`src/rtl/apb_slv_pkg.sv`:
```
// Shared types and helpers for the APB register-file completer: FSM encoding,
// WCNT index helper and the transfer error check.
package apb_slv_pkg;

    typedef enum logic [1:0] {
        ST_IDLE   = 2'd0,
        ST_WAIT   = 2'd1,
        ST_ACCESS = 2'd2
    } state_e;

    // The write counter always occupies the last register slot.
    function automatic int unsigned wcnt_idx(input int unsigned num_regs);
        return num_regs - 1;
    endfunction

    function automatic logic addr_err(input logic [1:0] lsb, input logic wr, input logic hit_wcnt);
        return (lsb != 2'b00) || (wr && hit_wcnt);
    endfunction

endpackage

```
`src/rtl/apb_slv_wait_ctr.sv`:
```
// 4-bit loadable down-counter pacing APB wait states; done_o flags the last wait cycle.
module apb_slv_wait_ctr (
    input  logic       clk_i,
    input  logic       rst_i,
    input  logic       load_i,
    input  logic [3:0] load_val_i,
    input  logic       en_i,
    output logic       done_o
);

    logic [3:0] cnt_q, cnt_d;

    always_comb begin
        cnt_d = cnt_q;
        if (load_i) begin
            cnt_d = load_val_i;
        end else if (en_i && cnt_q != 4'd0) begin
            cnt_d = cnt_q - 4'd1;
        end
    end

    always_ff @(posedge clk_i or posedge rst_i) begin
        if (rst_i) begin
            cnt_q <= 4'd0;
        end else begin
            cnt_q <= cnt_d;
        end
    end

    assign done_o = (cnt_q == 4'd1);

endmodule

```
`src/rtl/apb_slave_regfile.sv`:
```
// APB completer with a word-addressed register file and a read-only write counter.
// Define APB_SLV_WAIT_EN to insert WAIT_CYCLES wait states per transfer.
module apb_slave_regfile
    import apb_slv_pkg::*;
#(
    parameter int unsigned NUM_REGS    = 16,
    parameter int unsigned SEL_IDX     = 0,
    parameter int unsigned WAIT_CYCLES = 2
) (
    input  logic        h_clk,
    input  logic        h_reset,
    input  logic [2:0]  p_selx,
    input  logic        p_enable,
    input  logic        p_write,
    input  logic [31:0] p_addr,
    input  logic [31:0] p_wdata,
    output logic [31:0] p_rdata,
    output logic        p_ready,
    output logic        p_slverr
);

    localparam int unsigned      IDX_W    = $clog2(NUM_REGS);
    localparam logic [IDX_W-1:0] WCNT_IDX = IDX_W'(wcnt_idx(NUM_REGS));
`ifdef APB_SLV_WAIT_EN
    localparam bit HAS_WAIT = (WAIT_CYCLES != 0);
`else
    localparam bit HAS_WAIT = 1'b0;
`endif

    state_e                   state_q, state_d;
    logic [IDX_W-1:0]         idx_q;
    logic                     write_q, err_q;
    logic [31:0]              wdata_q;
    logic [NUM_REGS-1:0][31:0] regs_q;
    logic [31:0]              wcnt_q, rdata_q;
    logic                     ready_q, slverr_q;

    logic             sel, xfer_on, setup, from_idle, wait_done, commit, enter_acc;
    logic [IDX_W-1:0] idx_in, rd_idx;
    logic             err_in, acc_err, acc_wr;
    logic [31:0]      rd_val;
    logic             unused_ok;

    assign sel     = p_selx[SEL_IDX];
    assign xfer_on = sel & p_enable;
    assign setup   = sel & ~p_enable;
    assign idx_in  = p_addr[IDX_W+1:2];
    assign err_in  = addr_err(p_addr[1:0], p_write, idx_in == WCNT_IDX);
    assign unused_ok = ^{p_addr[31:IDX_W+2], p_selx, 32'(WAIT_CYCLES)};

`ifdef APB_SLV_WAIT_EN
    apb_slv_wait_ctr u_wait_ctr (
        .clk_i      (h_clk),
        .rst_i      (h_reset),
        .load_i     (state_q == ST_IDLE && setup),
        .load_val_i (4'(WAIT_CYCLES)),
        .en_i       (state_q == ST_WAIT),
        .done_o     (wait_done)
    );
`else
    assign wait_done = 1'b1;
`endif

    always_comb begin
        state_d = state_q;
        commit  = 1'b0;
        case (state_q)
            ST_IDLE: begin
                if (setup) state_d = HAS_WAIT ? ST_WAIT : ST_ACCESS;
            end
            ST_WAIT: begin
                if (!xfer_on)       state_d = ST_IDLE;
                else if (wait_done) state_d = ST_ACCESS;
            end
            ST_ACCESS: begin
                // A bridge that drops sel/enable here aborts; nothing commits.
                state_d = ST_IDLE;
                commit  = xfer_on & write_q & ~err_q;
            end
            default: state_d = ST_IDLE;
        endcase
    end

    // ACCESS never loops on itself, so a next state of ACCESS means we are entering it.
    assign enter_acc = (state_d == ST_ACCESS);
    assign from_idle = (state_q == ST_IDLE);
    assign rd_idx    = from_idle ? idx_in  : idx_q;
    assign acc_err   = from_idle ? err_in  : err_q;
    assign acc_wr    = from_idle ? p_write : write_q;
    assign rd_val    = acc_err ? 32'd0 : ((rd_idx == WCNT_IDX) ? wcnt_q : regs_q[rd_idx]);

    always_ff @(posedge h_clk or posedge h_reset) begin
        if (h_reset) begin
            state_q  <= ST_IDLE;
            idx_q    <= '0;
            write_q  <= 1'b0;
            err_q    <= 1'b0;
            wdata_q  <= 32'd0;
            regs_q   <= '0;
            wcnt_q   <= 32'd0;
            rdata_q  <= 32'd0;
            ready_q  <= 1'b0;
            slverr_q <= 1'b0;
        end else begin
            state_q  <= state_d;
            ready_q  <= enter_acc;
            slverr_q <= enter_acc & acc_err;
            if (from_idle && setup) begin
                idx_q   <= idx_in;
                write_q <= p_write;
                wdata_q <= p_wdata;
                err_q   <= err_in;
            end
            if (enter_acc && !acc_wr) rdata_q <= rd_val;
            if (commit) begin
                regs_q[idx_q] <= wdata_q;
                wcnt_q        <= wcnt_q + 32'd1;
            end
        end
    end

    assign p_rdata  = rdata_q;
    assign p_ready  = ready_q;
    assign p_slverr = slverr_q;

endmodule

```
`config.mk`:
```
export PLATFORM = sky130hd
export DESIGN_NAME = apb_slave_regfile
export DESIGN_NICKNAME = d
export VERILOG_FILES = /design/src/rtl/apb_slv_pkg.sv /design/src/rtl/apb_slv_wait_ctr.sv /design/src/rtl/apb_slave_regfile.sv
export SDC_FILE = /design/constraint.sdc
export NUM_CORES = 1
export LEC_CHECK = 0
export CELL_PAD_IN_SITES_DETAIL_PLACEMENT = 1
export CELL_PAD_IN_SITES_GLOBAL_PLACEMENT = 2
export CORE_ASPECT_RATIO = 0.5
export CORE_UTILIZATION = 44
export CTS_BUF_LIST = sky130_fd_sc_hd__clkbuf_2 sky130_fd_sc_hd__clkbuf_4 sky130_fd_sc_hd__clkbuf_8
export DETAILED_ROUTE_END_ITERATION = 8
export GPL_TIMING_DRIVEN = 0
export PLACE_DENSITY_LB_ADDON = 0.1
export SYNTH_ARGS = -nofsm -noshare
export SYNTH_HDL_FRONTEND = slang
export SYNTH_SLANG_ARGS = --single-unit
```
`constraint.sdc`:
```
create_clock -name h_clk -period 24.1 [get_ports h_clk]
set_input_delay 4.82 -clock h_clk [delete_from_list [all_inputs] [get_ports h_clk]]
set_output_delay 4.82 -clock h_clk [all_outputs]
set_load 0.03 [all_outputs]
```
* After elaboration in Yosys (flattened, before gate mapping)
Index checks and enable logic that the tools add are counted.
** Cells by class
- Equality and inequality tests :: 5
- Reductions and logical operators :: 8
- Muxes and demuxes :: 14
- Order comparisons :: 3
- Add/sub/neg operators :: 1
- Bitwise logic cells :: 7
** Operators with widths (number)
- $bwmux W512 :: 1
- $bmux W32 S4 :: 1
- $demux W32 S4 :: 1
- $mux W32 :: 4
- $add A32 B1 Y32 const B :: 1
- $lt A4 B5 Y1 const B :: 2
- $eq A4 B4 Y1 const B :: 2
- $and A1 B1 Y1 :: 5
- $eq A2 B2 Y1 const B :: 2
- $ge A4 B1 Y1 const B :: 1
- $logic_and A1 B1 Y1 :: 4
- $mux W2 :: 2
- $mux W4 :: 1
- $pmux W2 S2 :: 1
- $mux W1 :: 3
- $eq A2 B1 Y1 const B :: 1
- $logic_not A2 Y1 :: 1
- $not A1 Y1 :: 2
- $reduce_bool A2 Y1 :: 1
- $logic_not A1 Y1 :: 1
- $logic_or A1 B1 Y1 :: 1
** Word-level totals
- Register bits :: 618
- Logic and storage cells :: 63
- Output and inout bits :: 34

* Longest topological paths before layout
Gate-level depths: netlist of the first run.
- Word-level depth :: 6
- Mapped depth :: 10

* Worst setup path before layout of the first run
Ideal clock, no wire load.
- Path kind :: input -> register
- Start point :: input p_addr[2]
- End point :: register rdata_q[13] (netlist: p_rdata[13])
- Library setup time :: 0.069 ns
- Required time :: 24.031 ns
- Cell stages on the path :: 9
- Setup slack :: 17.838 ns
- Arrival time :: 6.192 ns
- Cell sequence :: or3b_1 -> and2_1 -> clkbuf_1 -> buf_6 -> buf_4 -> mux2i_1 -> a32oi_1 -> nand4_1 -> nand3_1
** Between the ends
- Cells in the longest elaborated chain, start to end :: 5
** RTL lines
- start, declared :: line apb_slave_regfile.sv:15 : input logic [31:0] p_addr,
- $mux W4 / $eq A4 B4 Y1 (equally long branches) :: line apb_slave_regfile.sv:87, apb_slave_regfile.sv:48
- $bmux W32 S4 / $logic_and A1 B1 Y1 (equally long branches) :: line apb_slave_regfile.sv:90, apb_slv_pkg.sv:17
- $mux W32 (implied by the code) / $logic_or A1 B1 Y1 (equally long branches) :: line apb_slave_regfile.sv:90, apb_slv_pkg.sv:17
- $mux W32 / $mux W1 (equally long branches) :: line apb_slave_regfile.sv:90, apb_slave_regfile.sv:88
- $mux W32 * :: line apb_slave_regfile.sv:90 : assign rd_val = acc_err ? 32'd0 : ((rd_idx == WCNT_IDX) ? wcnt_q : regs_q[rd_idx]);
- end signal, assigned :: line apb_slave_regfile.sv:114 : if (enter_acc && !acc_wr) rdata_q <= rd_val;
- end, declared :: line apb_slave_regfile.sv:35 : logic [31:0] wcnt_q, rdata_q;
Every way passes the cells marked *; elsewhere a longest branch is shown, timed or not. The select of a mux whose other input is x is not followed.
A chain may end at the register's enable or synchronous reset.

* Worst setup path after layout of the first run
- Start point :: input p_addr[2]
- End point :: register rdata_q[9] (netlist: p_rdata[9])
Same word-level chain as after synthesis.

==> results.yml, run 1 <==
worst_setup_path:
  worstPathArrival_ns: 8.08
  crit_path_end: "p_rdata[9]"
  r2r-start: "state_q[1]"
  crit_fanout: 10
  r2r_cells: 8
  crit_path_end_kind: "flop"
  crit_type: "in -> reg"
  r2r-end: "p_rdata[13]"
  r2r_slack_ns: 20.81
  crit_start: "p_addr[2]"
  crit_required_ns: 24.65
  cp-start-kind: "input port"
floorplanning:
  chipHeight_um: 179
  dieArea_mm2: 0.0639
  start_util_pct: 44.9
  die_w_um: 357
  rows: 64
  core-area_mm2: 0.0616
  ios: 105
logic_synthesis:
  synth_area_leaders: "dfrtp_1 (56%), mux2_2 (21%), nand2_1 (5.6%), nand3_1 (3.0%), mux2i_1 (2.4%)"
  yosysMostFrequentCell: "dfrtp_1"
  syn_inst: 2281
  syn_avg_cell_area_um2: 12.1
  ys_warn_count: 0
  yosysTopAreaCell: "dfrtp_1"
  yosys-top-cells-count: "dfrtp_1 (617), mux2_2 (525), nand2_1 (413), nand3_1 (168), clkbuf_1 (75)"
  synth-edff-count: 0
  seq_area_frac_synth_pct: 55.8
  synth_top_area_share_pct: 55.8
  ys_ff_latch: 617
  synth_ff_type: "dfrtp_1"
  synth_cell_types: 53
  synth.net_count: 2353
  syn_area_mm2: 0.0277
  ys_async_sr_fraction_pct: 100
clock_tree:
  clk_latency_ns: 0.69
  post_cts_buffers: 0
  clkSlewWorstSetupHoldPaths_ns: 0.06
  cts_htree_levels: 3
  cts-root-buf: "clkbuf_8"
  cts_sinks: 617
  cts_tree: "built"
  clock_tree.buffer_depth: 3
  hold_buffers: 0
  numCtsBuffers: 90
  post_cts_resize_count: 0
timing:
  finalSetupViolations: 0
  fin_crit_sh_pct: 31.3
  hold_viol_final: 0
  holdWs_ns: 0.485
  rsz0062_at_grt: "false"
  worst_pin_slew_ns: 1.11
  clock.fmax_mhz: 133
  slew_violations: 0
  skew_ns: 0.0304
  maxSlewHeadroom_pct: 25.8
  fin_crit_ns: 7.53
global_routing:
  grtUsageTotal_pct: 28.1
  grt_pass1_wl_um: 132000
  antenna_found_initial: 2
  grt_pass1_vias: 20169
  grt_overflow: 0
  grt_max_degree: 126
finish:
  drive_gt1_share_pct: 31.4
  utilization_pct: 51.2
  area_growth_syn_to_layout_pct: 14.0
  nets: 2526
  fill_cells: 6449
  multi_input_area_mm2: 0.0113
  regArea_mm2: 0.0154
placement:
  dp_hpwl_um: 64000
  port_buffers: 76
  gp_congestion: 0.861
power_and_ir_drop:
  ir_drop_mv: 0.0472
  power_leakage_nw: 14.9
  power_density_mw_per_mm2: 77.9
run:
  maxCapViolations: 0
worst_hold_path:
  hp-class: "reg -> reg"
outcome:
  status: "completed"
route:
  post_drt_wl_per_cell_um: 26.1
  drtPass1Iterations: 7
  viasPerCell: 5.78
  drt_iter0_markers: 1396
  routed_wl_um: 87200
  via_count: 19336
  ant_nets: 0
  drc: 0
-- cells by family (layout without fill, tap and decap cells) --
group           after synthesis  in the layout  synth area share, %
simple gates                711            711                 11.7
compound gates              121            121                 3.50
mux                         614            614                 24.7
xor+xnor                     32             32                 1.01
fa+ha+maj                     1              1               0.0452
flops                       617            617                 55.8
other cells                   1              2               0.0136
buf+inv                     184            425                 3.16
-- cells in the final DEF (no fill, tap or decap), types with 6 or more instances in the layout --
master | netlist | layout
a22oi_1 | 31 | 31
clkdlybuf4s50_1 | 0 | 76
buf_1 | 16 | 16
clkbuf_4 | 0 | 27
nor2_1 | 14 | 14
xnor2_1 | 26 | 26
mux2_1 | 24 | 24
clkinv_2 | 0 | 11
nand2_1 | 413 | 413
a32oi_1 | 63 | 63
mux2i_1 | 65 | 65
nand4_1 | 73 | 73
dfrtp_1 | 617 | 617
clkbuf_8 | 0 | 121
clkbuf_1 | 75 | 75
and3_1 | 9 | 9
buf_2 | 62 | 62
nand3_1 | 168 | 168
buf_4 | 24 | 24
xor2_1 | 6 | 6
mux2_2 | 525 | 525
-- critical path, cell delays in order --
cell	delay [ns]
clkdlybuf4s50_1	0.68
or3b_1	0.46
o22ai_1	0.63
clkbuf_1	0.70
a32oi_1	0.35
nand4_1	0.30
nand3_1	0.11
-- per-stage QoR --
step	instances	worst slack [ns]	total power [mW]	cell area (um^2)	setup TNS [ns]
detailed placement	3187	16.01	1.56	29600	0
global route	3348	16.55	2.56	31500	0
global placement	3182	-6.34	1.56	29400	-3811.39
finish	3348	16.57	2.46	31500	0
floorplan	2281	2.00	1.36	27700	0
CTS	3347	16.74	2.48	31500	0
-- worst min path at each step --
stage,startpoint,endpoint,depth (start not counted)
after detailed placement,wcnt_q[31],wcnt_q[31],1
after CTS,wcnt_q[31],wcnt_q[31],1
after global placement,regs_q[386],regs_q[386],1
after global routing,regs_q[233],regs_q[233],1
final,wcnt_q[31],wcnt_q[31],1
after floorplan,wcnt_q[31],wcnt_q[31],1
-- area by class of cell --
| class | count | share of cell area (%) |
|---|---|---|
| Clock buffer | 148 | 5.93 |
| Antenna cell | 1 | 0.00794 |
| Inverter | 5 | 0.0833 |
| Sequential cell | 617 | 49.0 |
| Clock inverter | 12 | 0.202 |
| Buffer | 179 | 2.71 |
| Multi-Input combinational cell | 1480 | 36.0 |
| Tap cell | 825 | 3.27 |
| Timing Repair Buffer | 81 | 2.85 |
-- layer usage --
| layer | GRT usage (%) | routed length (um) | vias up |
|---|---|---|---|
| met4 | 6.46 | 1650 | 0 |
| li1 | - | - | 8443 |
| met1 | 42.6 | 43400 | 10337 |
| met2 | 42.0 | 38200 | 436 |
| met3 | 4.32 | 3960 | 120 |
| met5 | 0 | 0 | - |
-- sequential cells by signal, summed over array words and instances, names as in the netlist --
signal / flops
regs_q: 511
p_rdata: 32
wcnt_q: 32
wdata_q: 32
idx_q: 4
state_q: 2
err_q: 1
p_ready: 1
p_slverr: 1
write_q: 1
-- where the power goes --
group / switching [mW] / internal, mW
combinational: 0.290 / 0.121
clock: 0.423 / 0.488
sequential: 0.0567 / 1.08
(Power assumes the default switching activity.)
==> run 2, diff against run 1 <==
clock period = 7 ns   (was 24.1 ns; I/O delays follow)
==> run 2 against run 1 <==
Die area is the same; hold slack gained 0.0013 ns; clock power grew to 3.4 times the previous value; cell count grew 0.42%; non-clock buffer count grew 13; clock-buffer cell count shrank 4; power grew to 3.4 times the previous value; first-iteration DRC count shrank 14%; via count is essentially flat; register-to-register slack lost 17 ns; critical path depth is the same; critical endpoint unchanged; largest cell class unchanged.
==> results.yml, run 2 (synthesized netlist as in run 1, its figures left out) <==
worst_setup_path:
  r2r-start: "state_q[1]"
  r2r-end: "p_rdata[13]"
  crit_required_ns: 7.56
  crit_fanout: 10
  r2r_cells: 8
  worstPathArrival_ns: 4.60
  crit_type: "in -> reg"
  r2r_slack_ns: 3.63
  cp-start-kind: "input port"
  crit_path_end_kind: "flop"
global_routing:
  antenna_found_initial: 1
  grt_use_met1_pct: 43.0
  grtUsageTotal_pct: 28.1
  grt_overflow: 0
  groute.layer.met2.usage_pct: 41.6
  grt_max_degree: 41
  met3_usage_pct: 4.25
  top_usage_layer: "met1"
  grt_pass1_vias: 20132
  grt_pass1_wl_um: 131000
run:
  maxCapViolations: 0
route:
  via_count: 19317
  drtPass1Iterations: 5
  post_drt_wl_per_cell_um: 25.9
  drc: 0
  routed_wl_um: 87200
  drt_iter0_markers: 1203
  viasPerCell: 5.75
  ant_nets: 0
clock_tree:
  numCtsBuffers: 92
  cts_tree: "built"
  post_cts_resize_count: 0
  clk_latency_ns: 0.70
  hold_buffers: 0
  post_cts_buffers: 0
  cts_htree_levels: 3
  cts-root-buf: "clkbuf_8"
  clock_tree.buffer_depth: 3
  cts_sinks: 617
  clkSlewWorstSetupHoldPaths_ns: 0.07
timing:
  maxSlewHeadroom_pct: 26.2
  fin_crit_sh_pct: 57.8
  slew_violations: 0
  finalSetupViolations: 0
  holdWs_ns: 0.487
  skew_ns: 0.0394
  worst_pin_slew_ns: 1.11
  hold_viol_final: 0
  rsz0062_at_grt: "false"
  clock.fmax_mhz: 247
  fin_crit_ns: 4.05
  setup_tns_ns: 0
finish:
  regArea_mm2: 0.0154
  drive_gt1_share_pct: 31.7
  final_common_cell: "dfrtp_1"
  largest_reg_flops: 511
  area_growth_syn_to_layout_pct: 14.7
  nets: 2541
  largest-register: "regs_q"
  final_cell_area_mm2: 0.0317
  multi_input_area_mm2: 0.0113
  fin_cells: 3362
  fill_cells: 6433
  layout_common_cells: "dfrtp_1 (617), mux2_2 (525), nand2_1 (413), nand3_1 (168), clkbuf_8 (117)"
worst_hold_path:
  hold_start: "regs_q[387]"
  hp-class: "reg -> reg"
  hold_end: "regs_q[387]"
  whs_path_depth: 1
power_and_ir_drop:
  power_leakage_nw: 15.0
  power_density_mw_per_mm2: 266
  ir_drop_mv: 0.165
floorplanning:
  chipHeight_um: 179
  core-area_mm2: 0.0616
  dieArea_mm2: 0.0639
  die_w_um: 357
  ios: 105
  rows: 64
  start_util_pct: 44.9
placement:
  dp.cells: 3200
  dpl_cell_area_mm2: 0.0298
  dp_hpwl_um: 65300
  gp_congestion: 0.863
  port_buffers: 76
outcome:
  status: "completed"
==> run 2: critical path, cell delays in order <==
cell             delay (ns)
clkdlybuf4s50_1        0.68
or3b_1                 0.47
o22ai_1                0.63
clkbuf_1               0.66
a32oi_1                0.35
nand4_1                0.28
nand3_1                0.12
==> run 2: power by group <==
group / switching (mW) / internal (mW)
registers: 0.200 / 3.71
clock network: 1.47 / 1.64
logic: 1.00 / 0.427
total: 2.67 / 5.78
==> run 2: area by class of cell <==
class	instances	share of cell area [%]
Clock inverter	17	0.308
Inverter	5	0.0710
Clock buffer	144	5.72
Tap cell	825	3.25
Multi-Input combinational cell	1480	35.7
Buffer	179	2.69
Timing Repair Buffer	94	3.53
Sequential cell	617	48.7
Antenna cell	1	0.00789
==> run 2: through the flow <==
stage	utilization [%]	total power, mW	setup slack, ns
3_5_place_dp	48.4	5.41	2.32
2_1_floorplan	-	4.68	-2.82
4_1_cts	51.5	8.52	3.06
3_3_place_gp	47.8	5.38	-7.34
6_report	51.5	8.45	2.95
5_1_grt	51.5	8.79	2.96
==> run 2: worst max path at each step <==
| stage | endpoint | cells past startpoint | from |
|---|---|---|---|
| floorplan | err_q | 1 | h_reset |
| global route | p_rdata[9] | 7 | p_addr[2] |
| finish | p_rdata[9] | 7 | p_addr[2] |
| detailed placement | p_rdata[9] | 7 | p_addr[2] |
| CTS | p_rdata[9] | 7 | p_addr[2] |
| global placement | regs_q[163] | 2 | h_reset |
==> run 2: routing by layer <==
layer  share of wire (%)  vias up
met1                  50    10334
met3                 4.4      111
li1                    -     8466
met5                   0        -
met4                 1.9        0
met2                  44      406
==> run 3, diff against run 2 <==
clock period = 3.8 ns   (was 7 ns; I/O delays follow)
==> results of run 3 <==
Same layout as run 2 (identical final DEF). Status: completed.
Among the figures that moved: setup slack after placement 2.32 ns -> -0.243 ns; setup slack after layout 2.95 ns -> 0.394 ns; register-to-register setup slack 3.63 ns -> 0.43 ns; total power 8.45 mW -> 15.6 mW; worst IR drop on VDD 0.165 mV -> 0.303 mV
